==> src/rtl/register_file_sb_pkg.sv <==
// rf_pkg: shared constants and address-width helper for the register file
package rf_pkg;
    localparam int ZERO_IDX = 0;
    localparam logic RST_BIT = 1'b0;
    function automatic int addr_w(input int n);
        return (n < 2) ? 1 : $clog2(n);
    endfunction
endpackage

==> src/rtl/register_file_sb_if.sv <==
// register_file_sb_if: decode/writeback bus of the scoreboarded register file
interface register_file_sb_if
    import rf_pkg::*;
#(
    parameter int DATA_W = 16,
    parameter int NUM_REGS = 4
);
    localparam int ADDR_W = addr_w(NUM_REGS);
    logic [ADDR_W-1:0] RR1, RR2, WR, ResvReg;
    logic [DATA_W-1:0] RD1, RD2, WD;
    logic RegWrite, ResvEn, Busy1, Busy2, Stall;
    modport master(
        output RR1, RR2, RegWrite, WR, WD, ResvEn, ResvReg,
        input RD1, RD2, Busy1, Busy2, Stall
    );
    modport slave(
        input RR1, RR2, RegWrite, WR, WD, ResvEn, ResvReg,
        output RD1, RD2, Busy1, Busy2, Stall
    );
endinterface

==> src/rtl/register_file_sb_scoreboard.sv <==
// rf_scoreboard: per-register pending-write bits and read-hazard flags
module rf_scoreboard
    import rf_pkg::*;
#(
    parameter int NUM_REGS = 4,
    parameter bit ZERO_REG = 1'b1,
    localparam int ADDR_W = addr_w(NUM_REGS)
) (
    input  logic              clock,
    input  logic              reset_n,
    input  logic [ADDR_W-1:0] rr1,
    input  logic [ADDR_W-1:0] rr2,
    input  logic              reg_write,
    input  logic [ADDR_W-1:0] wr,
    input  logic              resv_en,
    input  logic [ADDR_W-1:0] resv_reg,
    output logic              busy1,
    output logic              busy2,
    output logic              stall
);
    logic [NUM_REGS-1:0] pending, pending_nxt;
    // a new reservation beats a same-cycle writeback; a hardwired zero reg is never pending
    always_comb begin
        pending_nxt = '0;
        for (int r = 0; r < NUM_REGS; r++)
            pending_nxt[r] = (ZERO_REG && r == ZERO_IDX) ? 1'b0 :
                             (resv_en && resv_reg == ADDR_W'(r)) |
                             (pending[r] & ~(reg_write && wr == ADDR_W'(r)));
    end
    // pending bits register
    always_ff @(posedge clock) begin
        if (!reset_n) pending <= '0;
        else pending <= pending_nxt;
    end
    // a writeback this cycle resolves the hazard through the read bypass
    always_comb begin
        busy1 = pending[rr1] && !(reg_write && wr == rr1);
        busy2 = pending[rr2] && !(reg_write && wr == rr2);
        stall = busy1 | busy2;
    end
endmodule

==> src/rtl/register_file_sb.sv <==
// register_file_sb: 2R/1W register file with write bypass and pending-write scoreboard
module register_file_sb
    import rf_pkg::*;
#(
    parameter int DATA_W = 16,
    parameter int NUM_REGS = 4,
    parameter bit ZERO_REG = 1'b1,
    localparam int ADDR_W = addr_w(NUM_REGS)
) (
    input logic clock,
    input logic reset_n,
    register_file_sb_if.slave bus
);
    logic [DATA_W-1:0] regs [NUM_REGS];
    logic we;
    assign we = bus.RegWrite && !(ZERO_REG && bus.WR == ADDR_W'(ZERO_IDX));
    // storage: reset clears every register, otherwise one write per cycle
    always_ff @(posedge clock) begin
        if (!reset_n) begin
            for (int i = 0; i < NUM_REGS; i++) regs[i] <= {DATA_W{RST_BIT}};
        end else if (we) begin
            regs[bus.WR] <= bus.WD;
        end
    end
    // read muxes: hardwired zero first, then same-cycle write bypass, then storage
    always_comb begin
        bus.RD1 = (ZERO_REG && bus.RR1 == ADDR_W'(ZERO_IDX)) ? '0 :
                  (we && bus.WR == bus.RR1) ? bus.WD : regs[bus.RR1];
        bus.RD2 = (ZERO_REG && bus.RR2 == ADDR_W'(ZERO_IDX)) ? '0 :
                  (we && bus.WR == bus.RR2) ? bus.WD : regs[bus.RR2];
    end
    rf_scoreboard #(.NUM_REGS(NUM_REGS), .ZERO_REG(ZERO_REG)) u_sb (
        .clock(clock),
        .reset_n(reset_n),
        .rr1(bus.RR1),
        .rr2(bus.RR2),
        .reg_write(bus.RegWrite),
        .wr(bus.WR),
        .resv_en(bus.ResvEn),
        .resv_reg(bus.ResvReg),
        .busy1(bus.Busy1),
        .busy2(bus.Busy2),
        .stall(bus.Stall)
    );
endmodule
==> src/flat_wrapper.sv <==
// flat-port wrapper written by rule: the top's interface ports become plain ports
module register_file_sb_flat import rf_pkg::*;
#(
    parameter int DATA_W = 16,
    parameter int NUM_REGS = 4,
    parameter bit ZERO_REG = 1'b1,
    localparam int ADDR_W = addr_w(NUM_REGS)
)
  (clock, reset_n, bus_RR1, bus_RR2, bus_RegWrite, bus_WR, bus_WD, bus_ResvEn, bus_ResvReg, bus_RD1, bus_RD2, bus_Busy1, bus_Busy2, bus_Stall);
  register_file_sb_if #(.DATA_W(DATA_W), .NUM_REGS(NUM_REGS)) bus_i ();
  input logic clock;
  input logic reset_n;
  input wire logic [$bits(bus_i.RR1)-1:0] bus_RR1;
  input wire logic [$bits(bus_i.RR2)-1:0] bus_RR2;
  input wire logic [$bits(bus_i.RegWrite)-1:0] bus_RegWrite;
  input wire logic [$bits(bus_i.WR)-1:0] bus_WR;
  input wire logic [$bits(bus_i.WD)-1:0] bus_WD;
  input wire logic [$bits(bus_i.ResvEn)-1:0] bus_ResvEn;
  input wire logic [$bits(bus_i.ResvReg)-1:0] bus_ResvReg;
  output wire logic [$bits(bus_i.RD1)-1:0] bus_RD1;
  output wire logic [$bits(bus_i.RD2)-1:0] bus_RD2;
  output wire logic [$bits(bus_i.Busy1)-1:0] bus_Busy1;
  output wire logic [$bits(bus_i.Busy2)-1:0] bus_Busy2;
  output wire logic [$bits(bus_i.Stall)-1:0] bus_Stall;
  assign bus_i.RR1 = bus_RR1;
  assign bus_i.RR2 = bus_RR2;
  assign bus_i.RegWrite = bus_RegWrite;
  assign bus_i.WR = bus_WR;
  assign bus_i.WD = bus_WD;
  assign bus_i.ResvEn = bus_ResvEn;
  assign bus_i.ResvReg = bus_ResvReg;
  assign bus_RD1 = bus_i.RD1;
  assign bus_RD2 = bus_i.RD2;
  assign bus_Busy1 = bus_i.Busy1;
  assign bus_Busy2 = bus_i.Busy2;
  assign bus_Stall = bus_i.Stall;
  register_file_sb #(.DATA_W(DATA_W), .NUM_REGS(NUM_REGS), .ZERO_REG(ZERO_REG)) u_core (.clock(clock), .reset_n(reset_n), .bus(bus_i));
endmodule
==> config.mk <==
export PLATFORM = sky130hd
export DESIGN_NAME = register_file_sb_flat
export DESIGN_NICKNAME = d
export VERILOG_FILES = /design/src/rtl/register_file_sb_pkg.sv /design/src/rtl/register_file_sb_if.sv /design/src/rtl/register_file_sb_scoreboard.sv /design/src/rtl/register_file_sb.sv /design/src/flat_wrapper.sv
export SDC_FILE = /design/constraint.sdc
export NUM_CORES = 1
export LEC_CHECK = 0
export CELL_PAD_IN_SITES_DETAIL_PLACEMENT = 2
export CELL_PAD_IN_SITES_GLOBAL_PLACEMENT = 2
export CORE_MARGIN = 8
export CORE_UTILIZATION = 35
export DETAILED_ROUTE_END_ITERATION = 16
export PLACE_DENSITY = 0.9
export SETUP_SLACK_MARGIN = 0.2
export SYNTH_ARGS = -nofsm -noshare
export SYNTH_HDL_FRONTEND = slang
export SYNTH_SLANG_ARGS = --single-unit
==> constraint.sdc <==
create_clock -name clock -period 4.16 [get_ports clock]
set_clock_uncertainty 0.15 [all_clocks]
set_input_delay 0.624 -clock clock [delete_from_list [all_inputs] [get_ports clock]]
set_output_delay 0.624 -clock clock [all_outputs]
set_load 0.03 [all_outputs]
Word level (Yosys, flattened, before mapping)
Memory sizes are Yosys's and may differ from the RTL's. Cells that the tools add are included.

Output and inout port bits: 35. Register bits: 4. Memories kept: 1. Bits in read-only memories: 0. Bits of input ports: 28. Bits in latches: 0. Memory bits (writable): 64.

Memories: u_core.regs (depth 4, width 16, rd ports 2, clocked after memory_dff 0, write ports 4, line register_file_sb.sv:14) `logic [DATA_W-1:0] regs [NUM_REGS];`.

Eq/ne operators: 8. Muxes and demuxes: 15. $mul: 0. Shift-type cells: 0. Divide/modulo/power cells: 0. Add/subtract/negate cells: 0. Reductions and logical operators: 20. $lt $le $gt $ge: 2. Bitwise logic cells: 10.

Operators with widths (number): $mux 16 (5); $reduce_or 16->1 (1); $logic_and 1x1->1 (13); $eq 2x2->1 const B (4); $mux 1 (7); $logic_not 2->1 (3); $lt 2x3->1 const B (2); $bmux 1 s2 (2); $eq 2x1->1 const B (2); $eq 2x2->1 (2); $or 1x1->1 (4); $and 1x1->1 (3); $logic_not 1->1 (3); $not 1->1 (3); $mux 2 (1).

Logic depth before layout (Yosys ltp)
Word-level depth: 8. Gate-level depth with buffers: 7. Gate-level depth less buffers: 4.

Hierarchy
A second synthesis with hierarchy kept.

Cells, all modules: 277. Area total of the unflattened synthesis: 4076.4 µm².

Modules (own cells, without submodules): register_file_sb (sequential area each 1921.8 µm², area each 3837.4 µm², times used 1, cells each 248); rf_scoreboard (sequential area each 60.1 µm², area each 239.0 µm², times used 1, cells each 29).

Worst setup path before layout
OpenSTA, ideal clock, no wires.

Kind: in2out. Start point: in bus_RR2[1]. End point: out bus_RD2[10]. Path buffers: 2. Arrival time: 2.371 ns. Cell stages on the path: 6. Slack: 1.015 ns. Path through: buf_2 nor2b_1 and3b_1 o21a_4 buf_6 a222oi_1.

Longest elaborated chain between the ends: 4.

RTL lines: start, declared (line flat_wrapper.sv:14) `input wire logic [$bits(bus_i.RR2)-1:0] bus_RR2;`; parallel branches: the longest is 3 deep, another holds $mem_v2 4x16; $mux 16 * (line register_file_sb.sv:29) `bus.RD2 = (ZERO_REG && bus.RR2 == ADDR_W'(ZERO_IDX)) ? '0 :`; end, declared (line flat_wrapper.sv:21) `output wire logic [$bits(bus_i.RD2)-1:0] bus_RD2;`.

Every way passes the cells marked *.

Worst setup path in the final report
Start point: in bus_WR[0]. End point: out bus_RD2[1].

Longest elaborated chain between the ends: 6.

RTL lines: start, declared (line flat_wrapper.sv:16) `input wire logic [$bits(bus_i.WR)-1:0] bus_WR;`; $logic_not 2->1; $logic_not 1->1 (line register_file_sb.sv:16) `assign we = bus.RegWrite && !(ZERO_REG && bus.WR == ADDR_W'(ZERO_IDX));`; $logic_and 1x1->1 (line register_file_sb.sv:16); $logic_and 1x1->1 * (line register_file_sb.sv:30) `(we && bus.WR == bus.RR2) ? bus.WD : regs[bus.RR2];`; $mux 16 * (line register_file_sb.sv:30); $mux 16 * (line register_file_sb.sv:29).

Every way passes the cells marked *; elsewhere a longest branch is shown, timed or not.

==> metrics.md <==
| Metric | Value |
|---|---|
| Status | `completed` |
| Yosys warns | `0` |
| Slew margin rel. | `roughly two fifths` |
| TritonRoute pass-1 iters | `6` |
| FF-to-FF Start | `u_core.u_sb.pending[2]` |
| Design area | `3960 sq um` |
| Mapped Area | `3120 sq um` |
| Clk sinks | `51` |
| FILL cells | `just over 900` |
| Synth top area cells | `edfxtp_1, mux2i_1, a222oi_1` |
| Row cnt | `34` |
| Most frequent cells after synthesis | `edfxtp_1, o21ai_0, and2_1, mux2i_1, a222oi_1` |
| Yosys top cell by area | `edfxtp_1` |
| Clock transition at the registers of the reported paths | `around 0.09 ns` |
| Reg2Reg Setup Slack | `approximately 3.2 ns` |
| Worst Hold Class | `reg -> reg` |
| Number of global-route vias before repair | `3114` |
| Reg2Reg Capture Point | `u_core.u_sb.pending[2]` |
| Critical path launch point | `bus_WR[0]` |
| Crit path DAT | `3.04 ns` |
| Die Span X | `110 um` |
| Via density | `6.01` |
| RD Place Congestion | `between 0.8 and 0.9` |
| Fraction of layout instances using a drive strength above 1 | `14.4%` |
| Min Hold Slack | `0.359 ns` |
| Post-synth net total | `between 300 and 400` |
| I/O Buffers | `between 60 and 70` |
| Cell with the most instances after synthesis | `edfxtp_1` |
| Setup violators final | `0` |
| Seq/Total Area, Yosys | `48.1%` |
| Min cycle time layout | `3.81 ns` |
| CP Capture Type | `primary output` |
| Req. time, crit path | `3.39 ns` |
| Final hold vios | `0` |
| ANT cells | `0` |
| Maximum VDD drop | `0.158 mV` |
| DR iter-0 viols | `228` |
| Crit path capture | `bus_RD2[1]` |
| Area Growth Syn to Fin | `26.8%` |
| Total die area | `12200 sq um` |
| Fmax | `about 260 MHz` |
| Fin. max-slew vios | `0` |
| Clock Tree Buf Depth | `2` |
| Final Cycle Share | `91.7%` |
| CP Launch Type | `input pin` |
| Largest net degree at the start of global routing | `33` |
| Placed Area | `between 3000 and 4000 sq um` |
| PwrDens | `345 nW/um^2` |
| EDFF count, synth | `48` |
| Wire per inst | `between 20 and 30 um` |
| Critical path type | `in -> out` |
| Chip Height | `between 100 and 150 um` |
| # IOs | `63` |
| Synth top area share | `46.2%` |
| Nets | `381` |
| Initial Util | `36.0%` |
| #FFs+latches synth | `51` |
| Fraction of registers with async set/reset | `0%` |
| R2R depth | `3` |
| H-tree depth | `2` |
| MaxCap Viol Count | `0` |
| CTS tree | `yes` |
| Vias | `2775` |
| Gr ovfl total | `0` |
| Worst Path Max Fanout | `15` |
| Tot GR Track Use | `18.9%` |
| ANT nets after route | `0` |
| RSZ-0062 raised after global routing | `no` |
| Core ar. | `8680 sq um` |
| Total wire length | `about 12000 um` |
| Hold Crit Start | `u_core.u_sb.pending[1]` |
| Setup Buffers After CTS | `0` |
| Distinct cells, synth | `30` |
| HPWL after DPL | `8040 um` |
| First-pass GRT wire length | `approximately 18000 um` |
| Dominant synthesized flop cell | `edfxtp_1` |
| Worst-Margin Slew | `0.916 ns` |
| Initial antenna violation count | `0` |
| Remaining DRCs | `0` |
| Static Leak | `1.61 nW` |
| Avg Cell Area, Syn | `10.7 sq um` |
| Synth Instances | `~290` |
| Worst-skew pair later-pin latency | `0.30 ns` |
| Total CTS buffers | `5` |
| Root Buffer | `clkbuf_8` |
[per-stage QoR]
| step | cells | TNS (ns) | utilization [%] | worst slack (ns) | power, mW |
|---|---|---|---|---|---|
| finish | 462 | 0 | 45.6 | 0.347 | 1.37 |
| detailed placement | 454 | -0.962 | 44.1 | -0.147 | 1.02 |
| floorplan | 292 | 0 | - | 1.01 | 0.847 |
| global placement | 454 | 0 | 44.1 | 0.0286 | 1.00 |
| CTS | 462 | 0 | 45.5 | 0.235 | 1.37 |
| global route | 462 | 0 | 45.6 | 0.204 | 1.41 |
[worst min path at each step]
stage / cells past startpoint / endpoint
floorplan: 2 / u_core.u_sb.pending[1]
global placement: 2 / u_core.u_sb.pending[1]
detailed placement: 2 / u_core.u_sb.pending[1]
CTS: 2 / u_core.u_sb.pending[1]
global route: 2 / u_core.u_sb.pending[1]
finish: 2 / u_core.u_sb.pending[1]
[critical path, stage by stage]
cell	delay (ns)
clkdlybuf4s50_1	0.58
nand2_1	0.23
nor2_1	0.09
nor2_2	0.65
a222oi_1	0.21
clkdlybuf4s50_1	0.65
[layout make-up]
type / instances / area (sq um) / area share (%)
tap: 108 / 135 / 3.41
multi-input combinational: 197 / 1420 / 35.8
inverter: 19 / 71.3 / 1.80
clock buffer: 5 / 68.8 / 1.74
sequential: 51 / 1500 / 37.9
timing repair buffer: 79 / 723 / 18.3
clock inverter: 3 / 43.8 / 1.11
[placed cells by master, fill, tap and decap left out, types with 2 or more instances in the layout]
cell              n
nor2b_1           2
o21ai_0          36
nand2_1          10
nand3b_1          2
a222oi_1         30
edfxtp_1         48
xor2_2            2
dlymetal6s2s_1    6
nor3_1           15
o21ai_1           2
and2_1           34
inv_1            18
nand3_1           2
a21boi_0          2
nor2_2            2
mux2_1            2
clkbuf_8          5
clkdlybuf4s50_1  35
mux2i_1          34
o22ai_1           2
o2bb2ai_1         2
buf_4            37
nor2_1            9
dfxtp_1           3
nor3b_1           3
xor2_1            2
[registers in the layout, indices dropped and copies added (netlist names)]
name                 count
u_core.u_sb.pending      3
u_core.regs             48
[what timing repair did]
item,CTS,global route
gates resized for setup,1,6
hold buffers,0,0
setup endpoints to repair,12,6
[power by group]
group,total [mW],switching (mW),internal (mW),leakage (nW)
logic,0.383,0.236,0.147,1.05
registers,0.627,0.0236,0.603,0.497
clock network,0.355,0.176,0.180,0.0581
[logic make-up after synthesis]
kind of cell / after synthesis / synth area share [%]
and+or+nand+nor: 80 / 14.0
DFF: 51 / 48.1
buffers and inverters: 44 / 6.65
AOI/OAI and AO/OA: 77 / 18.0
muxes: 36 / 11.6
xor gates and xnor gates: 4 / 1.60
[per-layer routing]
layer | vias up | wire length [um] | global-route usage [%]
met5 | - | 0 | 0
li1 | 1235 | - | -
met1 | 1422 | 4880 | 22.4
met2 | 103 | 6170 | 33.7
met4 | 0 | 212 | 7.21
met3 | 15 | 568 | 2.49
(Power assumes the default switching activity.)
